<file path="config.mk">
export PLATFORM = sky130hd
export DESIGN_NAME = hazard_unit_sb_flat
export DESIGN_NICKNAME = d
export VERILOG_FILES = /design/src/rtl/hazard_unit_sb_pkg.sv /design/src/rtl/hazard_unit_sb_if.sv /design/src/rtl/hazard_unit_sb_mdu_scoreboard.sv /design/src/rtl/hazard_unit_sb.sv /design/src/flat_wrapper.sv
export SDC_FILE = /design/constraint.sdc
export NUM_CORES = 1
export LEC_CHECK = 0
export CORE_ASPECT_RATIO = 0.6
export CORE_UTILIZATION = 41
export DETAILED_ROUTE_END_ITERATION = 12
export GPL_TIMING_DRIVEN = 0
export PLACE_DENSITY = 0.8
export SETUP_SLACK_MARGIN = 0.4
export SLEW_MARGIN = 0
export SYNTH_ARGS = -nofsm -noshare
export SYNTH_HDL_FRONTEND = slang
export SYNTH_HIERARCHICAL = 1
export SYNTH_SLANG_ARGS = --single-unit
</file>
<file path="constraint.sdc">
create_clock -name clk -period 3.7 [get_ports clk]
set_input_delay 1.11 -clock clk [delete_from_list [all_inputs] [get_ports clk]]
set_output_delay 1.11 -clock clk [all_outputs]
set_load 0.01 [all_outputs]
</file>
<file path="src/rtl/hazard_unit_sb_pkg.sv">
// hazard_pkg: shared constants and helpers for the hazard unit slice.
//   FWD_RF / FWD_WB / FWD_MEM : E-stage forwarding select encodings
//   cnt_width()               : width of the MDU countdown for a latency
package hazard_pkg;

  localparam logic [1:0] FWD_RF  = 2'b00;
  localparam logic [1:0] FWD_WB  = 2'b01;
  localparam logic [1:0] FWD_MEM = 2'b10;

  // Countdown must hold the value MDU_LAT itself, hence lat+1 states.
  function automatic int cnt_width(input int lat);
    return (lat < 1) ? 1 : $clog2(lat + 1);
  endfunction

endpackage

</file>
<file path="src/rtl/hazard_unit_sb_if.sv">
// hazard_unit_sb_if: bundle of pipeline-side signals seen by the hazard unit.
//   slave  modport : hazard unit side (reads pipeline state, drives controls)
//   master modport : pipeline side (drives pipeline state, reads controls)
// Signals keep the pipeline's established names (RsD, WriteRegM, ...).
interface hazard_unit_sb_if #(
  parameter int REG_AW = 5,
  parameter int PERF_W = 16
);
  logic [REG_AW-1:0] RsD, RtD, RsE, RtE;
  logic [REG_AW-1:0] WriteRegE, WriteRegM, WriteRegW;
  logic              MemtoRegE, MemtoRegM;
  logic              RegWriteE, RegWriteM, RegWriteW;
  logic              BranchD, PCSrcD;
  logic              MduOpD, MduStartE;
  logic [REG_AW-1:0] MduDstE;
  logic              PerfClr;

  logic              StallF, StallD, FlushE, FlushD;
  logic [1:0]        ForwardAE, ForwardBE;
  logic              ForwardAD, ForwardBD;
  logic              MduBusy, MduDoneW, MduErr;
  logic [REG_AW-1:0] MduDstW;
  logic [PERF_W-1:0] StallCount;

  modport slave (
    input  RsD, RtD, RsE, RtE, WriteRegE, WriteRegM, WriteRegW,
           MemtoRegE, MemtoRegM, RegWriteE, RegWriteM, RegWriteW,
           BranchD, PCSrcD, MduOpD, MduStartE, MduDstE, PerfClr,
    output StallF, StallD, FlushE, FlushD, ForwardAE, ForwardBE,
           ForwardAD, ForwardBD, MduBusy, MduDoneW, MduDstW, MduErr,
           StallCount
  );

  modport master (
    output RsD, RtD, RsE, RtE, WriteRegE, WriteRegM, WriteRegW,
           MemtoRegE, MemtoRegM, RegWriteE, RegWriteM, RegWriteW,
           BranchD, PCSrcD, MduOpD, MduStartE, MduDstE, PerfClr,
    input  StallF, StallD, FlushE, FlushD, ForwardAE, ForwardBE,
           ForwardAD, ForwardBD, MduBusy, MduDoneW, MduDstW, MduErr,
           StallCount
  );
endinterface

</file>
<file path="src/rtl/hazard_unit_sb_mdu_scoreboard.sv">
// mdu_scoreboard: tracks the single outstanding fixed-latency MDU operation.
//   clk, rst : clock, async active-high reset
//   start    : MDU op issuing from E
//   dst_in   : destination register of the issuing op
//   busy     : an op is in flight (countdown non-zero)
//   dst      : destination of the op in flight (last accepted op)
//   done     : one-cycle writeback pulse when the countdown expires
//   dst_w    : register written back alongside done
//   err      : sticky flag, set by an issue attempt while busy
module mdu_scoreboard
  import hazard_pkg::*;
#(
  parameter int REG_AW  = 5,
  parameter int MDU_LAT = 4
) (
  input  logic              clk,
  input  logic              rst,
  input  logic              start,
  input  logic [REG_AW-1:0] dst_in,
  output logic              busy,
  output logic [REG_AW-1:0] dst,
  output logic              done,
  output logic [REG_AW-1:0] dst_w,
  output logic              err
);

  localparam int CNT_W = cnt_width(MDU_LAT);

  logic [CNT_W-1:0] cnt;

  // Countdown from MDU_LAT; the 1->0 step produces the writeback pulse.
  // An issue while counting is dropped and latched as a protocol error.
  always_ff @(posedge clk or posedge rst) begin
    if (rst) begin
      cnt   <= '0;
      dst   <= '0;
      done  <= 1'b0;
      dst_w <= '0;
      err   <= 1'b0;
    end else begin
      done <= 1'b0;
      if (cnt != '0) begin
        cnt <= cnt - 1'b1;
        if (cnt == CNT_W'(1)) begin
          done  <= 1'b1;
          dst_w <= dst;
        end
        if (start)
          err <= 1'b1;
      end else if (start) begin
        cnt <= CNT_W'(MDU_LAT);
        dst <= dst_in;
      end
    end
  end

  assign busy = (cnt != '0);

endmodule

</file>
<file path="src/rtl/hazard_unit_sb.sv">
// hazard_unit_sb: hazard unit for the 5-stage MIPS core with MDU scoreboard.
//   clk, rst : clock, async active-high reset
//   hz       : hazard_unit_sb_if.slave carrying pipeline register numbers,
//              write enables, branch/MDU status and PerfClr in; stall/flush,
//              forwarding selects, MDU status and StallCount out
// Parameters: REG_AW address width, MDU_LAT MDU latency (>=1), PERF_W stall
// counter width, BR_FWD_EN enables forwarding into the D-stage comparator.
module hazard_unit_sb
  import hazard_pkg::*;
#(
  parameter int REG_AW    = 5,
  parameter int MDU_LAT   = 4,
  parameter int PERF_W    = 16,
  parameter int BR_FWD_EN = 1
) (
  input  logic clk,
  input  logic rst,
  hazard_unit_sb_if.slave hz
);

  localparam bit BRF = (BR_FWD_EN != 0);

  logic              lwstall, branchstall, mduhaz, stall;
  logic              e_hits_d, m_hits_d;
  logic              mdu_busy;
  logic [REG_AW-1:0] mdu_dst;
  logic [PERF_W-1:0] perf_cnt;

  mdu_scoreboard #(
    .REG_AW  (REG_AW),
    .MDU_LAT (MDU_LAT)
  ) u_sb (
    .clk    (clk),
    .rst    (rst),
    .start  (hz.MduStartE),
    .dst_in (hz.MduDstE),
    .busy   (mdu_busy),
    .dst    (mdu_dst),
    .done   (hz.MduDoneW),
    .dst_w  (hz.MduDstW),
    .err    (hz.MduErr)
  );

  // M has priority over W because it holds the younger result.
  assign hz.ForwardAE = (hz.RsE != '0 && hz.RsE == hz.WriteRegM && hz.RegWriteM) ? FWD_MEM :
                        (hz.RsE != '0 && hz.RsE == hz.WriteRegW && hz.RegWriteW) ? FWD_WB  :
                                                                                   FWD_RF;
  assign hz.ForwardBE = (hz.RtE != '0 && hz.RtE == hz.WriteRegM && hz.RegWriteM) ? FWD_MEM :
                        (hz.RtE != '0 && hz.RtE == hz.WriteRegW && hz.RegWriteW) ? FWD_WB  :
                                                                                   FWD_RF;

  assign hz.ForwardAD = BRF && hz.RsD != '0 && hz.RsD == hz.WriteRegM && hz.RegWriteM;
  assign hz.ForwardBD = BRF && hz.RtD != '0 && hz.RtD == hz.WriteRegM && hz.RegWriteM;

  assign lwstall = hz.MemtoRegE && hz.RtE != '0 && (hz.RsD == hz.RtE || hz.RtD == hz.RtE);

  // A D-stage source matches the E or M destination register.
  assign e_hits_d = hz.WriteRegE != '0 && (hz.WriteRegE == hz.RsD || hz.WriteRegE == hz.RtD);
  assign m_hits_d = hz.WriteRegM != '0 && (hz.WriteRegM == hz.RsD || hz.WriteRegM == hz.RtD);

  // Without branch forwarding any pending ALU result in M must also be waited out.
  assign branchstall = hz.BranchD && ((hz.RegWriteE && e_hits_d) ||
                                      (hz.MemtoRegM && m_hits_d) ||
                                      (!BRF && hz.RegWriteM && m_hits_d));

  // RAW on the in-flight MDU destination, or a second MDU op (structural).
  assign mduhaz = mdu_busy && ((hz.RsD != '0 && hz.RsD == mdu_dst) ||
                               (hz.RtD != '0 && hz.RtD == mdu_dst) ||
                               hz.MduOpD);

  assign stall     = lwstall | branchstall | mduhaz;
  assign hz.StallF = stall;
  assign hz.StallD = stall;
  assign hz.FlushE = stall;
  assign hz.FlushD = hz.PCSrcD && !stall;
  assign hz.MduBusy = mdu_busy;

  // Stall-cycle counter: clear wins over count, and it sticks at all-ones.
  always_ff @(posedge clk or posedge rst) begin
    if (rst)
      perf_cnt <= '0;
    else if (hz.PerfClr)
      perf_cnt <= '0;
    else if (stall && perf_cnt != '1)
      perf_cnt <= perf_cnt + 1'b1;
  end

  assign hz.StallCount = perf_cnt;

endmodule

</file>
<file path="src/flat_wrapper.sv">
// flat-port wrapper written by rule: the top's interface ports become plain ports
module hazard_unit_sb_flat import hazard_pkg::*;
#(
  parameter int REG_AW    = 5,
  parameter int MDU_LAT   = 4,
  parameter int PERF_W    = 16,
  parameter int BR_FWD_EN = 1
)
  (clk, rst, hz_RsD, hz_RtD, hz_RsE, hz_RtE, hz_WriteRegE, hz_WriteRegM, hz_WriteRegW, hz_MemtoRegE, hz_MemtoRegM, hz_RegWriteE, hz_RegWriteM, hz_RegWriteW, hz_BranchD, hz_PCSrcD, hz_MduOpD, hz_MduStartE, hz_MduDstE, hz_PerfClr, hz_StallF, hz_StallD, hz_FlushE, hz_FlushD, hz_ForwardAE, hz_ForwardBE, hz_ForwardAD, hz_ForwardBD, hz_MduBusy, hz_MduDoneW, hz_MduDstW, hz_MduErr, hz_StallCount);
  hazard_unit_sb_if #(.REG_AW(REG_AW), .PERF_W(PERF_W)) hz_i ();
  input  logic clk;
  input  logic rst;
  input wire logic [$bits(hz_i.RsD)-1:0] hz_RsD;
  input wire logic [$bits(hz_i.RtD)-1:0] hz_RtD;
  input wire logic [$bits(hz_i.RsE)-1:0] hz_RsE;
  input wire logic [$bits(hz_i.RtE)-1:0] hz_RtE;
  input wire logic [$bits(hz_i.WriteRegE)-1:0] hz_WriteRegE;
  input wire logic [$bits(hz_i.WriteRegM)-1:0] hz_WriteRegM;
  input wire logic [$bits(hz_i.WriteRegW)-1:0] hz_WriteRegW;
  input wire logic [$bits(hz_i.MemtoRegE)-1:0] hz_MemtoRegE;
  input wire logic [$bits(hz_i.MemtoRegM)-1:0] hz_MemtoRegM;
  input wire logic [$bits(hz_i.RegWriteE)-1:0] hz_RegWriteE;
  input wire logic [$bits(hz_i.RegWriteM)-1:0] hz_RegWriteM;
  input wire logic [$bits(hz_i.RegWriteW)-1:0] hz_RegWriteW;
  input wire logic [$bits(hz_i.BranchD)-1:0] hz_BranchD;
  input wire logic [$bits(hz_i.PCSrcD)-1:0] hz_PCSrcD;
  input wire logic [$bits(hz_i.MduOpD)-1:0] hz_MduOpD;
  input wire logic [$bits(hz_i.MduStartE)-1:0] hz_MduStartE;
  input wire logic [$bits(hz_i.MduDstE)-1:0] hz_MduDstE;
  input wire logic [$bits(hz_i.PerfClr)-1:0] hz_PerfClr;
  output wire logic [$bits(hz_i.StallF)-1:0] hz_StallF;
  output wire logic [$bits(hz_i.StallD)-1:0] hz_StallD;
  output wire logic [$bits(hz_i.FlushE)-1:0] hz_FlushE;
  output wire logic [$bits(hz_i.FlushD)-1:0] hz_FlushD;
  output wire logic [$bits(hz_i.ForwardAE)-1:0] hz_ForwardAE;
  output wire logic [$bits(hz_i.ForwardBE)-1:0] hz_ForwardBE;
  output wire logic [$bits(hz_i.ForwardAD)-1:0] hz_ForwardAD;
  output wire logic [$bits(hz_i.ForwardBD)-1:0] hz_ForwardBD;
  output wire logic [$bits(hz_i.MduBusy)-1:0] hz_MduBusy;
  output wire logic [$bits(hz_i.MduDoneW)-1:0] hz_MduDoneW;
  output wire logic [$bits(hz_i.MduDstW)-1:0] hz_MduDstW;
  output wire logic [$bits(hz_i.MduErr)-1:0] hz_MduErr;
  output wire logic [$bits(hz_i.StallCount)-1:0] hz_StallCount;
  assign hz_i.RsD = hz_RsD;
  assign hz_i.RtD = hz_RtD;
  assign hz_i.RsE = hz_RsE;
  assign hz_i.RtE = hz_RtE;
  assign hz_i.WriteRegE = hz_WriteRegE;
  assign hz_i.WriteRegM = hz_WriteRegM;
  assign hz_i.WriteRegW = hz_WriteRegW;
  assign hz_i.MemtoRegE = hz_MemtoRegE;
  assign hz_i.MemtoRegM = hz_MemtoRegM;
  assign hz_i.RegWriteE = hz_RegWriteE;
  assign hz_i.RegWriteM = hz_RegWriteM;
  assign hz_i.RegWriteW = hz_RegWriteW;
  assign hz_i.BranchD = hz_BranchD;
  assign hz_i.PCSrcD = hz_PCSrcD;
  assign hz_i.MduOpD = hz_MduOpD;
  assign hz_i.MduStartE = hz_MduStartE;
  assign hz_i.MduDstE = hz_MduDstE;
  assign hz_i.PerfClr = hz_PerfClr;
  assign hz_StallF = hz_i.StallF;
  assign hz_StallD = hz_i.StallD;
  assign hz_FlushE = hz_i.FlushE;
  assign hz_FlushD = hz_i.FlushD;
  assign hz_ForwardAE = hz_i.ForwardAE;
  assign hz_ForwardBE = hz_i.ForwardBE;
  assign hz_ForwardAD = hz_i.ForwardAD;
  assign hz_ForwardBD = hz_i.ForwardBD;
  assign hz_MduBusy = hz_i.MduBusy;
  assign hz_MduDoneW = hz_i.MduDoneW;
  assign hz_MduDstW = hz_i.MduDstW;
  assign hz_MduErr = hz_i.MduErr;
  assign hz_StallCount = hz_i.StallCount;
  hazard_unit_sb #(.REG_AW(REG_AW), .MDU_LAT(MDU_LAT), .PERF_W(PERF_W), .BR_FWD_EN(BR_FWD_EN)) u_core (.clk(clk), .rst(rst), .hz(hz_i));
endmodule
</file>
==> flow_summary.yaml <==
routing:
  ant_nets: 0
  post-route-drc-count: 0
  vias_per_cell: 5.32
  via_count: 2281
  wl_per_cell_um: 16.4
  drtPass1Iterations: 4
  drt-initial-drc-count: 108
  wl_um: 7050
yosys:
  seq_area_frac_synth_pct: 32.5
  yosysWarnings: 6
  synth_nets: 316
  synth_ff_type: "dfrtp_1"
  avgSynthCellArea_sq_um: 9.12
  syn_inst: 262
  synth-edff-count: 0
  async_reset_ff_share_pct: 100
  ys_seq_elements: 31
  netlist_area_sq_mm: 0.00239
  yosysUniqueCellTypes: 38
critical_path:
  worst-path-buf-inv: 3
  crit_start: "hz_RsD[2]"
  crit_arrival_ns: 2.99
  cp.required_ns: 2.59
  worstReg2RegStart: "u_core/u_sb/dst[2]$_DFFE_PP0P_"
  critical-path-max-stage-delay_ns: 0.53
  startpoint_type: "input port"
  cp_top_family: "simple AND/OR/NAND/NOR gates"
  criticalPathCategory: "in -> out"
  slowest_stage: "or4_4"
  crit_top_cell: "buf_6"
  endpoint_kind: "primary output"
  crit_chain: "buf_12 > or4_4 > o211ai_1 > nor4_1 > or3_1 > a21oi_4 > nand2_2 > buf_6 > buf_6"
  crit_fanout: 3
  r2r_cells: 11
  cp.depth: 9
floorplan:
  io_pins: 86
  die_w_um: 101
  die_h_um: 61.1
  dieArea_sq_mm: 0.00615
  initial_core_util_pct: 42.7
  core_area_sq_mm: 0.00560
  rows: 21
final_layout:
  fill_cells: 458
  finalNetCount: 402
  drive_above_1_share_pct: 27.8
  fin_util_pct: 63.8
  area_growth_pct: 49.3
  final_cell_area_sq_mm: 0.00357
  n_antenna_cell: 0
  register_area_sq_um: 776
  multiInputGateArea_sq_mm: 0.00157
worst_hold_path:
  hold_path.class: "reg -> reg"
  hold_path.startpoint: "u_core/u_sb/err$_DFFE_PP0P_"
  holdPathStages: 1
global_routing:
  grt_pass1_wl_um: 10700
  grt_usage_pct: 23.2
  gr-usage-met3_pct: 4.88
  busiest_layer: "met1"
  antenna_found_initial: 0
  grt_start_max_net_pins: 17
  grt_pass1_vias: 2064
  grt_overflow: 0
  gr-usage-met2_pct: 33.7
  grt_util_met1_pct: 35.6
pwr:
  power_leakage_nw: 1.43
  peakVddDrop_uv: 407
  power.total_w: 0.00166
  p_per_area_mw_per_mm2: 465
sta:
  rsz0062_at_grt: "true"
  fmax_mhz: 244
  slew_headroom_pct: 58.3
  final_max_slew_viol_count: 0
  period_share_pct: 111
  setup_viol: 4
  worst_pin_slew_ns: 0.625
  timing.final.ws_setup_ns: -0.397
  hold_violations: 0
  period_needed_ns: 4.10
  fin_tns_setup_ns: -1.46
  worst_clock_skew_ns: 0.00587
clocking:
  numCtsBuffers: 5
  clk_latency_ns: 0.28
  cts_tree: "done"
  cts_sinks: 31
  clk_pin_slew_worst_paths_ns: 0.07
  cts_max_level: 2
  cts_hold_buf: 0
  cts_buffer_depth: 2
  cts-root-buf: "clkbuf_8"
placed_design:
  portBuffers: 64
  place_area_sq_mm: 0.00320
  dpl.hpwl_um: 5290
  dp_slack_ns: -0.880
  place_congestion: 0.861
run:
  maxCapViolCount: 0
status:
  violations: "setup timing"
  status: "complete, but fails checks"
report_power, final:
| part | switching (W) | internal, W | total [W] |
|---|---|---|---|
| combinational | 0.000330 | 0.000440 | 0.000770 |
| clock | 0.000130 | 0.000218 | 0.000347 |
| sequential | 0.000114 | 0.000427 | 0.000541 |
| total | 0.000573 | 0.00109 | 0.00166 |
final timing paths:
kind	slack (ns)	end
max	-0.40	hz_StallD
min	0.48	u_core/u_sb/err$_DFFE_PP0P_
max reg2reg	1.11	u_core/hz.StallCount[5]$_DFFE_PP0P_
min reg2reg	0.48	u_core/u_sb/err$_DFFE_PP0P_
max in group asynchronous	2.06	u_core/hz.StallCount[8]$_DFFE_PP0P_
min in group asynchronous	1.20	u_core/u_sb/done$_DFF_PP0_
Yosys cell counts (10+ instances only):
cell / n / area (sq um)
xnor2_1: 35 / 307
a21oi_1: 15 / 75.1
nor2_1: 13 / 48.8
clkbuf_1: 15 / 56.3
nand2_1: 11 / 41.3
nand3_1: 14 / 70.1
or4_1: 12 / 90.1
xor2_1: 27 / 236
dfrtp_1: 31 / 776
mux2_2: 10 / 113
sequential cells by signal, summed over array words and instances (netlist names):
name                  cells
u_core/u_sb/dst           5
u_core/u_sb/err           1
u_core/u_sb/cnt           3
u_core/hz.StallCount     16
u_core/u_sb/done          1
u_core/u_sb/dst_w         5
placed cells by master (no fill, tap or decap), types with 7 or more instances in the layout:
cell,instances
inv_1,7
or4_1,9
nand4_1,7
a21oi_1,14
mux2_2,10
o31ai_1,7
clkdlybuf4s50_1,47
xnor2_1,31
nand3_1,14
buf_4,11
buf_6,10
clkbuf_2,8
buf_2,14
xor2_1,27
clkbuf_8,7
nand2_1,10
nor2_1,11
or3_1,7
dfrtp_1,31
layout make-up:
class                           instances  share of cell area, %
Multi-Input combinational cell        198                   44.0
Sequential cell                        31                   21.7
Timing Repair Buffer                   79                   20.5
Buffer                                 26                   6.98
Tap cell                               80                   2.81
Clock buffer                            6                   2.31
Clock inverter                          2                  0.982
Inverter                                7                  0.736
stage by stage:
stage | std cells | hold WS, ns
6_report | 429 | 0.482
5_1_grt | 429 | 0.498
4_1_cts | 421 | 0.474
3_5_place_dp | 406 | 0.454
3_3_place_gp | 406 | 0.450
2_1_floorplan | 262 | 0.493
routing by layer:
metal / part of all wire (%) / vias to the layer above
li1: - / 1095
met5: 0 / -
met1: 50 / 1099
met4: 0.87 / 0
met3: 5.8 / 6
met2: 43 / 81
cell families (layout without fill, tap and decap cells):
group	count (synthesis)	after routing	synth area share, %
buffers and inverters	33	120	7.17
multiplexers	11	11	5.13
flip-flops	31	31	32.5
AND/OR/NAND/NOR	82	82	20.0
adder cells (fa/ha/maj)	2	2	1.05
AO/OA/AOI/OAI	41	41	11.5
XOR/XNOR	62	62	22.7
timing repair:
item	CTS	global route
pin swaps	11	17
gates resized for setup	96	13
buffers inserted	7	8
setup endpoints to repair	12	18
Note: power is estimated with default switching activity, not from simulation.
